===== config.mk =====
export PLATFORM = sky130hd
export DESIGN_NAME = coherence_bus_ctrl_flat
export DESIGN_NICKNAME = d
export VERILOG_FILES = /design/src/rtl/coherence_bus_ctrl_pkg.sv /design/src/rtl/coherence_bus_ctrl_if.sv /design/src/rtl/coherence_bus_ctrl_rr_arbiter.sv /design/src/rtl/coherence_bus_ctrl.sv /design/src/flat_wrapper.sv
export SDC_FILE = /design/constraint.sdc
export NUM_CORES = 1
export LEC_CHECK = 0
export CAP_MARGIN = 30
export CORE_AREA = 2 2 142 144
export CTS_BUF_LIST = sky130_fd_sc_hd__clkbuf_4
export CTS_CLUSTER_DIAMETER = 50
export DETAILED_ROUTE_END_ITERATION = 10
export DIE_AREA = 0 0 144 146
export DONT_BUFFER_PORTS = 1
export PLACE_DENSITY = 0.36
export SLEW_MARGIN = 20
export SYNTH_ARGS = -nofsm -noshare
export SYNTH_HDL_FRONTEND = slang
export SYNTH_HIERARCHICAL = 1
export SYNTH_SLANG_ARGS = --single-unit
export TNS_END_PERCENT = 100

===== constraint.sdc =====
create_clock -name CLK -period 2.3 [get_ports CLK]
set_input_delay 0.46 -clock CLK [delete_from_list [all_inputs] [get_ports CLK]]
set_output_delay 0.46 -clock CLK [all_outputs]
set_load 0.01 [all_outputs]

===== src/rtl/coherence_bus_ctrl_pkg.sv =====
// coherence_pkg: shared types and helpers for the snooping coherence bus controller
// Contents:
//   bus_state_t  controller FSM states
//   req_class_t  decoded core request class (read miss, read-exclusive/upgrade, write-back)
//   WORD_BYTES   bytes per data word
//   blk_align    aligns a byte address down to the start of its block
package coherence_pkg;

    typedef enum logic [2:0] {
        ST_IDLE,
        ST_SNOOP,
        ST_SUPPLY,
        ST_MEMRD,
        ST_INV,
        ST_WB
    } bus_state_t;

    typedef enum logic [1:0] {
        RD,
        RDX,
        WB
    } req_class_t;

    localparam int WORD_BYTES = 4;

    // Works on a 64-bit container so one helper serves any AW up to 64.
    function automatic logic [63:0] blk_align(input logic [63:0] addr, input int words);
        return addr & ~(64'(words * WORD_BYTES) - 64'd1);
    endfunction

endpackage


===== src/rtl/coherence_bus_ctrl_if.sv =====
// coherence_bus_ctrl_if: per-core dcache request/snoop signals plus the shared memory data port
// Signals:
//   dREN, dWEN, cctrans, ccwrite  per-core request flags (core -> ctrl)
//   daddr, dstore                 per-core block address and write/supply data (core -> ctrl)
//   dwait, dload                  per-core stall and read data (ctrl -> core)
//   ccwait, ccinv, ccsnoopaddr    per-core snoop, invalidate and snoop address (ctrl -> core)
//   ram_ren, ram_wen, ram_addr, ram_store  memory strobes, address and write data (ctrl -> mem)
//   ram_load, ram_wait            memory read data and stall (mem -> ctrl)
// Modports: master is the controller view, slave is the caches-plus-memory view.
interface coherence_bus_ctrl_if #(
    parameter int NCORES = 2,
    parameter int AW     = 32,
    parameter int DW     = 32
);

    logic [NCORES-1:0]         dREN, dWEN, cctrans, ccwrite;
    logic [NCORES-1:0][AW-1:0] daddr;
    logic [NCORES-1:0][DW-1:0] dstore;
    logic [NCORES-1:0]         dwait;
    logic [NCORES-1:0][DW-1:0] dload;
    logic [NCORES-1:0]         ccwait, ccinv;
    logic [NCORES-1:0][AW-1:0] ccsnoopaddr;
    logic                      ram_ren, ram_wen, ram_wait;
    logic [AW-1:0]             ram_addr;
    logic [DW-1:0]             ram_store, ram_load;

    modport master (
        input  dREN, dWEN, cctrans, ccwrite, daddr, dstore, ram_load, ram_wait,
        output dwait, dload, ccwait, ccinv, ccsnoopaddr, ram_ren, ram_wen, ram_addr, ram_store
    );

    modport slave (
        output dREN, dWEN, cctrans, ccwrite, daddr, dstore, ram_load, ram_wait,
        input  dwait, dload, ccwait, ccinv, ccsnoopaddr, ram_ren, ram_wen, ram_addr, ram_store
    );

endinterface


===== src/rtl/coherence_bus_ctrl_rr_arbiter.sv =====
// rr_arbiter: round-robin arbiter, search starts one past the last granted requester
// Ports:
//   CLK, nRST  clock and asynchronous active-low reset
//   req        request vector
//   advance    commit the current grant as the new last grant
//   grant      one-hot grant (zero when nothing requests)
//   grant_idx  index of the granted requester
module rr_arbiter #(
    parameter int N = 2,
    localparam int IW = N > 1 ? $clog2(N) : 1
) (
    input  logic          CLK,
    input  logic          nRST,
    input  logic [N-1:0]  req,
    input  logic          advance,
    output logic [N-1:0]  grant,
    output logic [IW-1:0] grant_idx
);

    logic [IW-1:0] last;

    // Scanning from the farthest candidate back to the nearest leaves the
    // nearest requester after "last" as the final winner.
    always_comb begin
        grant_idx = '0;
        for (int i = N; i >= 1; i--)
            if (req[IW'((int'(last) + i) % N)]) grant_idx = IW'((int'(last) + i) % N);
        grant = |req ? N'(1) << grant_idx : '0;
    end

    // Reset to N-1 so core 0 is the first winner.
    always_ff @(posedge CLK or negedge nRST) begin
        if (!nRST) last <= IW'(N - 1);
        else if (advance && |req) last <= grant_idx;
    end

endmodule


===== src/rtl/coherence_bus_ctrl.sv =====
// coherence_bus_ctrl: snooping-bus coherence controller for NCORES L1 dcaches sharing one memory port
// Ports:
//   CLK   clock, rising edge
//   nRST  asynchronous active-low reset
//   bus   coherence_bus_ctrl_if.master: per-core request/snoop signals and memory data port
// Transactions: RD (snoop, then cache-to-cache supply with memory write-back or memory read),
// RDX/upgrade (one-cycle broadcast invalidate) and WB (block write to memory).
module coherence_bus_ctrl
    import coherence_pkg::*;
#(
    parameter int NCORES = 2,
    parameter int WORDS  = 2,
    parameter int AW     = 32,
    parameter int DW     = 32
) (
    input logic CLK,
    input logic nRST,
    coherence_bus_ctrl_if.master bus
);

    localparam int IW = $clog2(NCORES);
    localparam int CW = WORDS > 1 ? $clog2(WORDS) : 1;

    bus_state_t        state;
    req_class_t        win_cls;
    logic [IW-1:0]     req_idx, sup_idx, grant_idx, dirty_idx;
    logic [AW-1:0]     base, word_addr;
    logic [CW-1:0]     cnt;
    logic              last_word;
    logic [NCORES-1:0] rd, rdx, wb, req, grant, others, dirty;

    assign rd        = bus.cctrans & bus.dREN;
    assign rdx       = bus.cctrans & bus.ccwrite & ~bus.dREN;
    assign wb        = bus.dWEN & ~bus.cctrans;
    assign req       = rd | rdx | wb;
    assign win_cls   = |(rd & grant) ? RD : |(rdx & grant) ? RDX : WB;
    assign others    = ~(NCORES'(1) << req_idx);
    // A non-requester raising ccwrite during the snoop holds the block Modified.
    assign dirty     = bus.ccwrite & others;
    assign word_addr = base + AW'(cnt) * AW'(WORD_BYTES);
    assign last_word = cnt == CW'(WORDS - 1);

    always_comb begin
        dirty_idx = '0;
        for (int i = NCORES - 1; i >= 0; i--)
            if (dirty[i]) dirty_idx = IW'(i);
    end

    rr_arbiter #(.N(NCORES)) u_arb (
        .CLK       (CLK),
        .nRST      (nRST),
        .req       (req),
        .advance   (state == ST_IDLE),
        .grant     (grant),
        .grant_idx (grant_idx)
    );

    always_ff @(posedge CLK or negedge nRST) begin
        if (!nRST) begin
            state   <= ST_IDLE;
            req_idx <= '0;
            sup_idx <= '0;
            base    <= '0;
            cnt     <= '0;
        end else begin
            case (state)
                ST_IDLE: if (|req) begin
                    req_idx <= grant_idx;
                    base    <= AW'(blk_align(64'(bus.daddr[grant_idx]), WORDS));
                    state   <= win_cls == RD ? ST_SNOOP : win_cls == RDX ? ST_INV : ST_WB;
                end
                ST_SNOOP: begin
                    sup_idx <= dirty_idx;
                    state   <= |dirty ? ST_SUPPLY : ST_MEMRD;
                end
                ST_INV: state <= ST_IDLE;
                // SUPPLY, MEMRD and WB share the word loop paced by ram_wait.
                default: if (!bus.ram_wait) begin
                    cnt <= last_word ? '0 : cnt + 1'b1;
                    if (last_word) state <= ST_IDLE;
                end
            endcase
        end
    end

    // Outputs decode the registered state; word data and stalls pass straight
    // through from memory or the supplier so each word completes in one cycle.
    always_comb begin
        bus.dwait       = '1;
        bus.dload       = '0;
        bus.ccwait      = '0;
        bus.ccinv       = '0;
        bus.ccsnoopaddr = '0;
        bus.ram_ren     = 1'b0;
        bus.ram_wen     = 1'b0;
        bus.ram_addr    = '0;
        bus.ram_store   = '0;
        case (state)
            ST_SNOOP, ST_INV: begin
                bus.ccwait = others;
                bus.ccinv  = state == ST_INV ? others : '0;
                for (int i = 0; i < NCORES; i++)
                    bus.ccsnoopaddr[i] = others[i] ? base : '0;
                if (state == ST_INV) bus.dwait[req_idx] = 1'b0;
            end
            ST_SUPPLY: begin
                bus.ram_wen         = 1'b1;
                bus.ram_addr        = word_addr;
                bus.ram_store       = bus.dstore[sup_idx];
                bus.dload[req_idx]  = bus.dstore[sup_idx];
                bus.dwait[req_idx]  = bus.ram_wait;
                bus.dwait[sup_idx]  = bus.ram_wait;
                bus.ccwait[sup_idx] = 1'b1;
            end
            ST_MEMRD: begin
                bus.ram_ren        = 1'b1;
                bus.ram_addr       = word_addr;
                bus.dload[req_idx] = bus.ram_load;
                bus.dwait[req_idx] = bus.ram_wait;
            end
            ST_WB: begin
                bus.ram_wen        = 1'b1;
                bus.ram_addr       = word_addr;
                bus.ram_store      = bus.dstore[req_idx];
                bus.dwait[req_idx] = bus.ram_wait;
            end
            default: ;
        endcase
    end

endmodule


===== src/flat_wrapper.sv =====
// flat-port wrapper written by rule: the top's interface ports become plain ports
module coherence_bus_ctrl_flat import coherence_pkg::*;
#(
    parameter int NCORES = 2,
    parameter int WORDS  = 2,
    parameter int AW     = 32,
    parameter int DW     = 32
)
  (CLK, nRST, bus_dREN, bus_dWEN, bus_cctrans, bus_ccwrite, bus_daddr, bus_dstore, bus_ram_load, bus_ram_wait, bus_dwait, bus_dload, bus_ccwait, bus_ccinv, bus_ccsnoopaddr, bus_ram_ren, bus_ram_wen, bus_ram_addr, bus_ram_store);
  coherence_bus_ctrl_if #(.NCORES(NCORES), .AW(AW), .DW(DW)) bus_i ();
  input logic CLK;
  input logic nRST;
  input wire logic [$bits(bus_i.dREN)-1:0] bus_dREN;
  input wire logic [$bits(bus_i.dWEN)-1:0] bus_dWEN;
  input wire logic [$bits(bus_i.cctrans)-1:0] bus_cctrans;
  input wire logic [$bits(bus_i.ccwrite)-1:0] bus_ccwrite;
  input wire logic [$bits(bus_i.daddr)-1:0] bus_daddr;
  input wire logic [$bits(bus_i.dstore)-1:0] bus_dstore;
  input wire logic [$bits(bus_i.ram_load)-1:0] bus_ram_load;
  input wire logic [$bits(bus_i.ram_wait)-1:0] bus_ram_wait;
  output wire logic [$bits(bus_i.dwait)-1:0] bus_dwait;
  output wire logic [$bits(bus_i.dload)-1:0] bus_dload;
  output wire logic [$bits(bus_i.ccwait)-1:0] bus_ccwait;
  output wire logic [$bits(bus_i.ccinv)-1:0] bus_ccinv;
  output wire logic [$bits(bus_i.ccsnoopaddr)-1:0] bus_ccsnoopaddr;
  output wire logic [$bits(bus_i.ram_ren)-1:0] bus_ram_ren;
  output wire logic [$bits(bus_i.ram_wen)-1:0] bus_ram_wen;
  output wire logic [$bits(bus_i.ram_addr)-1:0] bus_ram_addr;
  output wire logic [$bits(bus_i.ram_store)-1:0] bus_ram_store;
  assign bus_i.dREN = bus_dREN;
  assign bus_i.dWEN = bus_dWEN;
  assign bus_i.cctrans = bus_cctrans;
  assign bus_i.ccwrite = bus_ccwrite;
  assign bus_i.daddr = bus_daddr;
  assign bus_i.dstore = bus_dstore;
  assign bus_i.ram_load = bus_ram_load;
  assign bus_i.ram_wait = bus_ram_wait;
  assign bus_dwait = bus_i.dwait;
  assign bus_dload = bus_i.dload;
  assign bus_ccwait = bus_i.ccwait;
  assign bus_ccinv = bus_i.ccinv;
  assign bus_ccsnoopaddr = bus_i.ccsnoopaddr;
  assign bus_ram_ren = bus_i.ram_ren;
  assign bus_ram_wen = bus_i.ram_wen;
  assign bus_ram_addr = bus_i.ram_addr;
  assign bus_ram_store = bus_i.ram_store;
  coherence_bus_ctrl #(.NCORES(NCORES), .WORDS(WORDS), .AW(AW), .DW(DW)) u_core (.CLK(CLK), .nRST(nRST), .bus(bus_i));
endmodule

==> reports/qor.csv <==
stage,metric,value,unit
status,status,"complete, but fails checks",
status,failing checks,negative setup slack,
logic_synthesis,"Primary FF master, synth",dfrtp_1,
routing,number of DRC markers in iteration 0,84,
setup_path,kind of critical path,flop to primary output,
power_and_ir_drop,Clock Power Share,4.3,%
logic_synthesis,Mean Syn Cell Area,9.08,µm²
global_routing,first-pass GRT wire length,23.1,mm
global_routing,largest net degree at the start of global routing,37,
global_routing,total global-route track usage,14.7,%
timing,crit share post-route,100,%
place,PortBufs,0,
logic_synthesis,register area share after synthesis,21.9,%
setup_path,CP Max Fanout,16,
cells_and_area,area delta synth->final,42.0,%
place,"Cell Area, Placed",4690,µm²
clock_tree,clk slew on worst S/H paths,0.11,ns
routing,vias per std cell,4.85,
logic_synthesis,commonest cells in the netlist,"88 x and2_1, 66 x nor2_1, 64 x mux2_2, 35 x dfrtp_1, 35 x mux2i_1",
setup_path,crit path DAT,1.85,ns
logic_synthesis,synthesized cell area,4110,µm²
power_and_ir_drop,Pwr Total,8.40,mW
min_path,HP Class,input pin to flop,
clock_tree,Max Buffers Root-to-Sink,2,
setup_path,startpoint types,flop,
cells_and_area,share of layout cells above drive strength 1,57.0,%
logic_synthesis,cell accounting for the most synthesized area,dfrtp_1,
place,gpl congestion,0.800,
cells_and_area,final instance area,5840,µm²
timing,final hold slack,0.263,ns
die,Starting Density,21.3,%
die,# IOs,371,
clock_tree,CTS tree,yes,
logic_synthesis,Yosys reg bits,36,
place,post-DP HPWL,12.7,mm
power_and_ir_drop,power density of the placed cells,1440,nW/µm²
logic_synthesis,Synth top area share,21.3,%
logic_synthesis,synth warn,6,
die,FP Rows,51,
power_and_ir_drop,Int Pwr,4.46,mW
timing,Clock Skew,0.0132,ns
timing,Final Slew Violations,0,
routing,Post-DRT Antenna Nets,0,
logic_synthesis,asr flop ratio synth,100,%
flow_run,number of max-cap violations,0,
power_and_ir_drop,Psw,3.94,mW
routing,Vias,3679,
global_routing,initial antenna violation count,2,
routing,# DRC,0,
die,width of the die,144,µm
global_routing,global route overflow,0,
routing,Pre-antenna DRT Iters,4,
setup_path,WP data required,1.84,ns
power_and_ir_drop,Max rail drop VDD,0.546,mV
timing,f_max,434,MHz
timing,"Min Clock Period, post-route",2.31,ns
clock_tree,CTS buffer count,5,
logic_synthesis,Syn Inst Count,453,
logic_synthesis,"count leader, synth",and2_1,
timing,Setup-failing EPs final,3,
timing,"Worst Setup Slack, final",-0.00519,ns
timing,RSZ-0062 raised after global routing,yes,
timing,hold violation count in the final report,0,
power_and_ir_drop,Sequential Power Share,16.0,%
clock_tree,H-tree depth,2,
die,die height,146,µm
power_and_ir_drop,Net Sw Frac,46.9,%
power_and_ir_drop,Leak,2.52,nW
die,die area,21000,µm²
setup_path,Critical Path End Type,primary output,
clock_tree,Root Buffer,clkbuf_4,
logic_synthesis,Area contributors post-synth,"dfrtp_1 21%, mux2_2 18%, and2_1 13%, mux2_4 10%, mux2i_1 8.5%",
logic_synthesis,"EDFF count, synth",0,
routing,Post-Route WL,18.5,mm
power_and_ir_drop,Comb pwr share,79.7,%
clock_tree,"Clk Latency, worst-skew pair",0.35,ns
die,core footprint,19300,µm²
routing,WL per Instance,24.4,µm
cells_and_area,post-route insts no fill,759,
place,dpl cells,728,
global_routing,vias in the first global route,3656,
place,pre-CTS setup slack,-0.126,ns
logic_synthesis,Netlist cell types,38,
cells_and_area,fin nets,663,
clock_tree,clk sinks,36,
cells_and_area,"Core Util, Final",30.2,%
timing,Final TNS setup,-0.0119,ns
-- final cells by class --
cell class	instances	area, µm²
Fill cell	1995	13500
Multi-Input combinational cell	370	3650
Sequential cell	36	907
Timing Repair Buffer	74	867
Tap cell	265	332
Clock buffer	6	45.0
Inverter	5	18.8
Clock inverter	2	11.3
Antenna cell	1	2.50
-- per-layer routing --
metal | GRT usage [%] | vias to the layer above | share of wire, %
met4 | 3.92 | 2 | 1.3
met3 | 4.21 | 16 | 8.9
li1 | - | 1625 | -
met5 | 0 | - | 0.054
met2 | 29.0 | 238 | 54
met1 | 14.7 | 1798 | 35
-- critical path, cell delays in order, from the launching register on --
cell and delay (ns):
dfrtp_2 0.44, nand3b_1 0.29, o2bb2ai_4 0.30, clkbuf_16 0.25
a22o_1 0.22
-- what timing repair did --
item,4_1_cts,5_1_grt
gates resized for setup,49,116
cloned,2,7
pin swaps,3,13
hold endpoints to repair,36,0
hold buffers,2,0
buffers inserted,8,3
endpoints found under the setup margin,137,128
-- final timing paths --
path | slack (ns) | from | to | depth (start not counted)
worst min-delay path | 0.26 | bus_ccwrite[1] | u_core/sup_idx$_DFFE_PN0P_ | 2
worst max register to register | 0.25 | u_core/state[0]$_DFFE_PN0P_ | u_core/base[14]$_DFFE_PN0P_ | 5
worst min register to register | 0.50 | u_core/cnt$_DFFE_PN0P_ | u_core/cnt$_DFFE_PN0P_ | 1
min in group asynchronous | 0.54 | nRST | u_core/base[9]$_DFFE_PN0P_ | 2
worst max-delay path | -0.005 | u_core/state[1]$_DFFE_PN0P_ | bus_ram_store[6] | 4
max in group asynchronous | 1.51 | nRST | u_core/u_arb/last$_DFFE_PN1P_ | 2
-- registers in the layout, indices dropped and copies added, names as in the netlist --
register and flops:
u_core/base 29, u_core/cnt 1, u_core/req_idx 1, u_core/state 3, u_core/sup_idx 1, u_core/u_arb/last 1
-- placed cells by master (no fill, tap or decap), types with 4 or more instances in the layout --
| cell type | count |
|---|---|
| nor2_1 | 61 |
| and2_1 | 52 |
| buf_4 | 48 |
| mux2_2 | 48 |
| mux2_4 | 44 |
| and2_4 | 35 |
| dfrtp_1 | 31 |
| a22o_4 | 20 |
| mux2i_4 | 20 |
| a22o_1 | 13 |
| buf_12 | 12 |
| mux2i_2 | 9 |
| clkbuf_16 | 8 |
| conb_1 | 8 |
| nand2_1 | 7 |
| clkbuf_4 | 6 |
| mux2i_1 | 6 |
| buf_6 | 5 |
| nor2_2 | 5 |
| nand2b_1 | 4 |
| o21ai_0 | 4 |
| inv_1 | 4 |
| dfrtp_2 | 4 |
-- power by group through the flow --
stage	clock network [mW]	logic, mW	registers, mW
floorplan	0	3.82	1.15
global placement	0	5.03	1.35
detailed placement	0	5.06	1.35
CTS	0.402	5.62	1.32
global route	0.412	7.05	1.40
finish	0.365	6.69	1.34
-- kinds of logic after synthesis --
group,count (synthesis),synth area share [%]
compound gates,52,10.8
buf+inv,54,7.09
other cells,1,0.0912
mux,127,36.3
flops,36,21.9
simple gates,181,23.3
xor+xnor,2,0.426
(Power assumes the default switching activity.)
